$ cat config.mk
export PLATFORM = sky130hd
export DESIGN_NAME = deal_sequencer
export DESIGN_NICKNAME = d
export VERILOG_FILES = /design/src/rtl/baccarat_pkg.sv /design/src/rtl/banker_draw_rule.sv /design/src/rtl/deal_sequencer.sv
export SDC_FILE = /design/constraint.sdc
export NUM_CORES = 1
export LEC_CHECK = 0
export BUFFER_PORTS_ARGS = -buffer_cell sky130_fd_sc_hd__buf_2
export CAP_MARGIN = 20
export CORE_MARGIN = 2
export CORE_UTILIZATION = 47
export DETAILED_ROUTE_END_ITERATION = 10
export GPL_ROUTABILITY_DRIVEN = 0
export PLACE_DENSITY = 0.83
export SLEW_MARGIN = 5
export SYNTH_ARGS = -nofsm -noshare
export SYNTH_HDL_FRONTEND = slang
export SYNTH_SLANG_ARGS = --single-unit
$ cat constraint.sdc
create_clock -name slow_clock -period 2.1 [get_ports slow_clock]
set_input_delay 0.42 -clock slow_clock [delete_from_list [all_inputs] [get_ports slow_clock]]
set_output_delay 0.42 -clock slow_clock [all_outputs]
set_load 0.005 [all_outputs]
$ cat src/rtl/baccarat_pkg.sv
// baccarat_pkg: shared card/score types, card codes, draw-rule defaults and sequencer states.
package baccarat_pkg;

    typedef logic [3:0] card_t;
    typedef logic [3:0] score_t;

    localparam card_t CARD_EMPTY = 4'd0;
    localparam card_t CARD_ACE   = 4'd1;
    localparam card_t CARD_NINE  = 4'd9;
    localparam card_t CARD_TEN   = 4'd10;
    localparam card_t CARD_JACK  = 4'd11;
    localparam card_t CARD_QUEEN = 4'd12;
    localparam card_t CARD_KING  = 4'd13;

    localparam score_t DEF_NATURAL_MIN     = 4'd8;
    localparam score_t DEF_PLAYER_DRAW_MAX = 4'd5;

    typedef enum logic [3:0] {
        S_P1, S_D1, S_P2, S_D2, S_NAT, S_P3, S_BNK, S_D3, S_CMP, S_END
    } state_t;

    // Tens and court cards count zero; the empty code also scores zero.
    function automatic score_t face_value(input card_t c);
        return (c >= CARD_ACE && c <= CARD_NINE) ? c : 4'd0;
    endfunction

endpackage

$ cat src/rtl/banker_draw_rule.sv
// banker_draw_rule: decides whether the dealer takes a third card.
module banker_draw_rule
    import baccarat_pkg::*;
(
    input  score_t dscore,
    input  card_t  pcard3,
    input  logic   player_drew,
    output logic   draw
);

    score_t v;
    logic   table_draw;

    always_comb begin
        v          = face_value(pcard3);
        table_draw = (dscore <= 4'd2) ? 1'b1 :
                     (dscore == 4'd3) ? (v != 4'd8) :
                     (dscore == 4'd4) ? (v >= 4'd2 && v <= 4'd7) :
                     (dscore == 4'd5) ? (v >= 4'd4 && v <= 4'd7) :
                     (dscore == 4'd6) ? (v >= 4'd6 && v <= 4'd7) : 1'b0;
        draw       = player_drew ? table_draw : (dscore <= 4'd5);
    end

endmodule

$ cat src/rtl/deal_sequencer.sv
// deal_sequencer: steps card loads per KEY press, applies baccarat draw rules, drives win lights.
module deal_sequencer
    import baccarat_pkg::*;
#(
    parameter score_t NATURAL_MIN     = DEF_NATURAL_MIN,
    parameter score_t PLAYER_DRAW_MAX = DEF_PLAYER_DRAW_MAX
) (
    input  logic   slow_clock,
    input  logic   reset,
    input  logic   step,
    input  score_t pscore,
    input  score_t dscore,
    input  card_t  pcard3,
    output logic   load_pcard1,
    output logic   load_pcard2,
    output logic   load_pcard3,
    output logic   load_dcard1,
    output logic   load_dcard2,
    output logic   load_dcard3,
    output logic   player_win_light,
    output logic   dealer_win_light,
    output logic   game_over
);

    state_t state_q, state_d;
    logic   drew_q, drew_d;
    logic   pwin_q, pwin_d;
    logic   dwin_q, dwin_d;
    logic   over_q, over_d;
    logic   natural, banker_draw;

    banker_draw_rule u_rule (
        .dscore      (dscore),
        .pcard3      (pcard3),
        .player_drew (drew_q),
        .draw        (banker_draw)
    );

    always_comb begin
        state_d     = state_q;
        drew_d      = drew_q;
        pwin_d      = 1'b0;
        dwin_d      = 1'b0;
        over_d      = 1'b0;
        load_pcard1 = 1'b0;
        load_pcard2 = 1'b0;
        load_pcard3 = 1'b0;
        load_dcard1 = 1'b0;
        load_dcard2 = 1'b0;
        load_dcard3 = 1'b0;
        natural     = (pscore >= NATURAL_MIN) || (dscore >= NATURAL_MIN);
        case (state_q)
            S_P1: begin
                load_pcard1 = step;
                drew_d      = 1'b0;
                state_d     = step ? S_D1 : S_P1;
            end
            S_D1: begin
                load_dcard1 = step;
                state_d     = step ? S_P2 : S_D1;
            end
            S_P2: begin
                load_pcard2 = step;
                state_d     = step ? S_D2 : S_P2;
            end
            S_D2: begin
                load_dcard2 = step;
                state_d     = step ? S_NAT : S_D2;
            end
            S_NAT: begin
                drew_d  = !natural && (pscore <= PLAYER_DRAW_MAX);
                state_d = natural ? S_CMP : (pscore <= PLAYER_DRAW_MAX) ? S_P3 : S_BNK;
            end
            S_P3: begin
                load_pcard3 = step;
                state_d     = step ? S_BNK : S_P3;
            end
            S_BNK: state_d = banker_draw ? S_D3 : S_CMP;
            S_D3: begin
                load_dcard3 = step;
                state_d     = step ? S_CMP : S_D3;
            end
            // Equal scores light both, so each light is a >= comparison.
            S_CMP: begin
                pwin_d  = pscore >= dscore;
                dwin_d  = dscore >= pscore;
                over_d  = 1'b1;
                state_d = S_END;
            end
            S_END: begin
                pwin_d = pwin_q;
                dwin_d = dwin_q;
                over_d = 1'b1;
            end
            default: begin
                state_d = S_P1;
                drew_d  = 1'b0;
            end
        endcase
    end

    always_ff @(posedge slow_clock) begin
        if (reset) begin
            state_q <= S_P1;
            drew_q  <= 1'b0;
            pwin_q  <= 1'b0;
            dwin_q  <= 1'b0;
            over_q  <= 1'b0;
        end else begin
            state_q <= state_d;
            drew_q  <= drew_d;
            pwin_q  <= pwin_d;
            dwin_q  <= dwin_d;
            over_q  <= over_d;
        end
    end

    assign player_win_light = pwin_q;
    assign dealer_win_light = dwin_q;
    assign game_over        = over_q;

endmodule

==> metrics <==
Final Critical Period 1.812 ns; first-pass GRT wire length 2.973 mm; worst path arrival time 1.39 ns; CTS resizes 0; Crit. End Element output port; Slew @ Worst Pin 0.5504 ns; Buffers & Inverters on Critical Path 1; Final Max Tran Viols 0; diodes inserted 0; most common cell after layout, fill and taps aside buf_2; final non-filler cell area 815.8 um2; Final Cycle Share 86.31%; worst-skew pair later-pin latency 0.25 ns; Post-Syn Area 666.9 um2; CP max stage delay 0.64 ns; die height 41.67 um; CP Cell Sequence nand2_1 -> nor3_1 -> buf_2; yosys warns 0; CTS max path bufs 2; post-DP HPWL 1.284 mm; Synth area leaders dfxtp_1 (24%), ha_1 (7.5%), nor2_1 (6.2%); # IOs 24; Post-DRT Antenna Nets 0; sequential area share after synthesis 24.02%; die area 0.001736 mm2; largest net degree at the start of global routing 16; drt total wl 1.654 mm; Fillers 122; Hold Buf Count CTS 0; Residual DRC 0; pre-CTS setup slack 0.3236 ns; Nets 132; most frequent cells in the layout buf_2 (23), nor2_1 (11), dfxtp_1 (8); number of H-tree levels 1; Global Route Usage Sum 21.40%; Synth area leader dfxtp_1; power per cell area 449.4 mW/mm2; CTS tree built; Initial Util 50.62%; flops & latches, synth 8; final hold violation count 0; Setup Fix Bufs, Post-CTS 0; DR iter-0 viols 19; DR vias/cell 5.952; Req. time, crit path 1.68 ns; slew margin rel. 62.79%; Post-DP Area 793.3 um2; Post-Route Setup TNS 0 ns; Final Skew 0.002908 ns; CP max stage cell dfxtp_1; per-cell routed wire length 13.13 um; Initial DRT Pass Iterations 4; Site Rows 13; Hold Crit Class in2reg; leakage 0.3898 nW; Unique masters post-synth 36; total gr overflow 0; Root Driver clkbuf_4; critical-path maximum fanout 15; fmax 0.5517 GHz; Synth Area per Inst 7.578 um2; share of cells above drive strength 1 27.93%; vias in the first global route 732; clock sink count 8; Worst VDD drop 417.9 uV; Worst Slack Setup Final 0.2876 ns; RSZ-0062 raised after global routing no; syn nets 107; status completed; CTS Buf Count 3; post-synth top area share 24.02%; Top delay family on crit path flip-flops; Final Util 61.92%; IO Port Bufs 23; via count 750; Post-Synthesis Cells 88; die width 41.67 um; Crit Path Category reg2out; core area 0.001318 mm2; Critical Path Start Type register; total of max-cap violations 0; antenna violations before repair 0; Clock transition at path regs 0.05 ns; Layout area overhead 22.33%; final setup vio count 0
==> report_power, final <==
part	leakage [nW]	switching, W	internal (W)
sequential	0.0648	0.0000118	0.000155
combinational	0.311	0.0000450	0.0000413
clock	0.0138	0.0000479	0.0000651
==> through the flow <==
stage	hold WS, ns	total power (W)	instances
2_1_floorplan	0.4891	0.0002201	88
3_3_place_gp	0.4906	0.0002522	123
3_5_place_dp	0.4970	0.0002553	123
4_1_cts	0.3884	0.0003719	126
5_1_grt	0.4129	0.0003953	126
6_report	0.3981	0.0003666	126
==> state kept, by name (all words and copies together) (netlist names) <==
name              cells
dealer_win_light      1
player_win_light      1
state_q               4
game_over             1
drew_q                1
==> layout make-up <==
class,instances,area (um2),area share (%)
flip-flops and latches,8,160.2,19.63
repair buffers,24,122.6,15.03
multi-input cells,68,461.7,56.60
clock buffers,3,22.52,2.761
inverters,8,30.03,3.681
well taps,15,18.77,2.301
==> cell usage after synthesis, drive strengths merged <==
cell    number
a211oi       1
a21bo        1
a21oi        5
a221oi       1
a22oi        1
a31oi        2
a32o         1
a41o         1
and3         2
clkbuf       4
dfxtp        8
ha           4
inv          8
nand2        6
nand2b       3
nand3        1
nand3b       1
nand4b       2
nor2        11
nor2b        2
nor3         3
nor4         2
nor4b        3
o21a         2
o21ai        3
o21ba        1
o21bai       2
o221ai       1
o311a        1
o311ai       1
o31a         1
o31ai        1
or3          1
or4b         1
==> path summary, 6_finish.rpt <==
path,start,to,slack (ns),cells after the start
hold reg to reg,dealer_win_light,dealer_win_light,0.50,2
setup / recovery,state_q[0],load_dcard2,0.29,3
setup reg to reg,state_q[0],state_q[0],0.38,4
hold / removal,reset,drew_q,0.40,2
==> layer usage <==
layer	vias up	track usage (%)	wire length [um]
met5	-	0	0
met4	0	11.61	20
met3	4	5.217	59
met2	18	34.38	811
met1	354	25.99	763
li1	374	-	-
==> logic make-up (layout without fill, tap and decap cells) <==
family | Yosys count | in the layout | synth area share (%)
AOI/OAI and AO/OA | 26 | 26 | 29.27
and+or+nand+nor | 38 | 38 | 32.46
buffers and inverters | 12 | 35 | 6.754
adders and majority gates | 4 | 4 | 7.505
DFF | 8 | 8 | 24.01
Note: power is estimated with default switching activity, not from simulation.
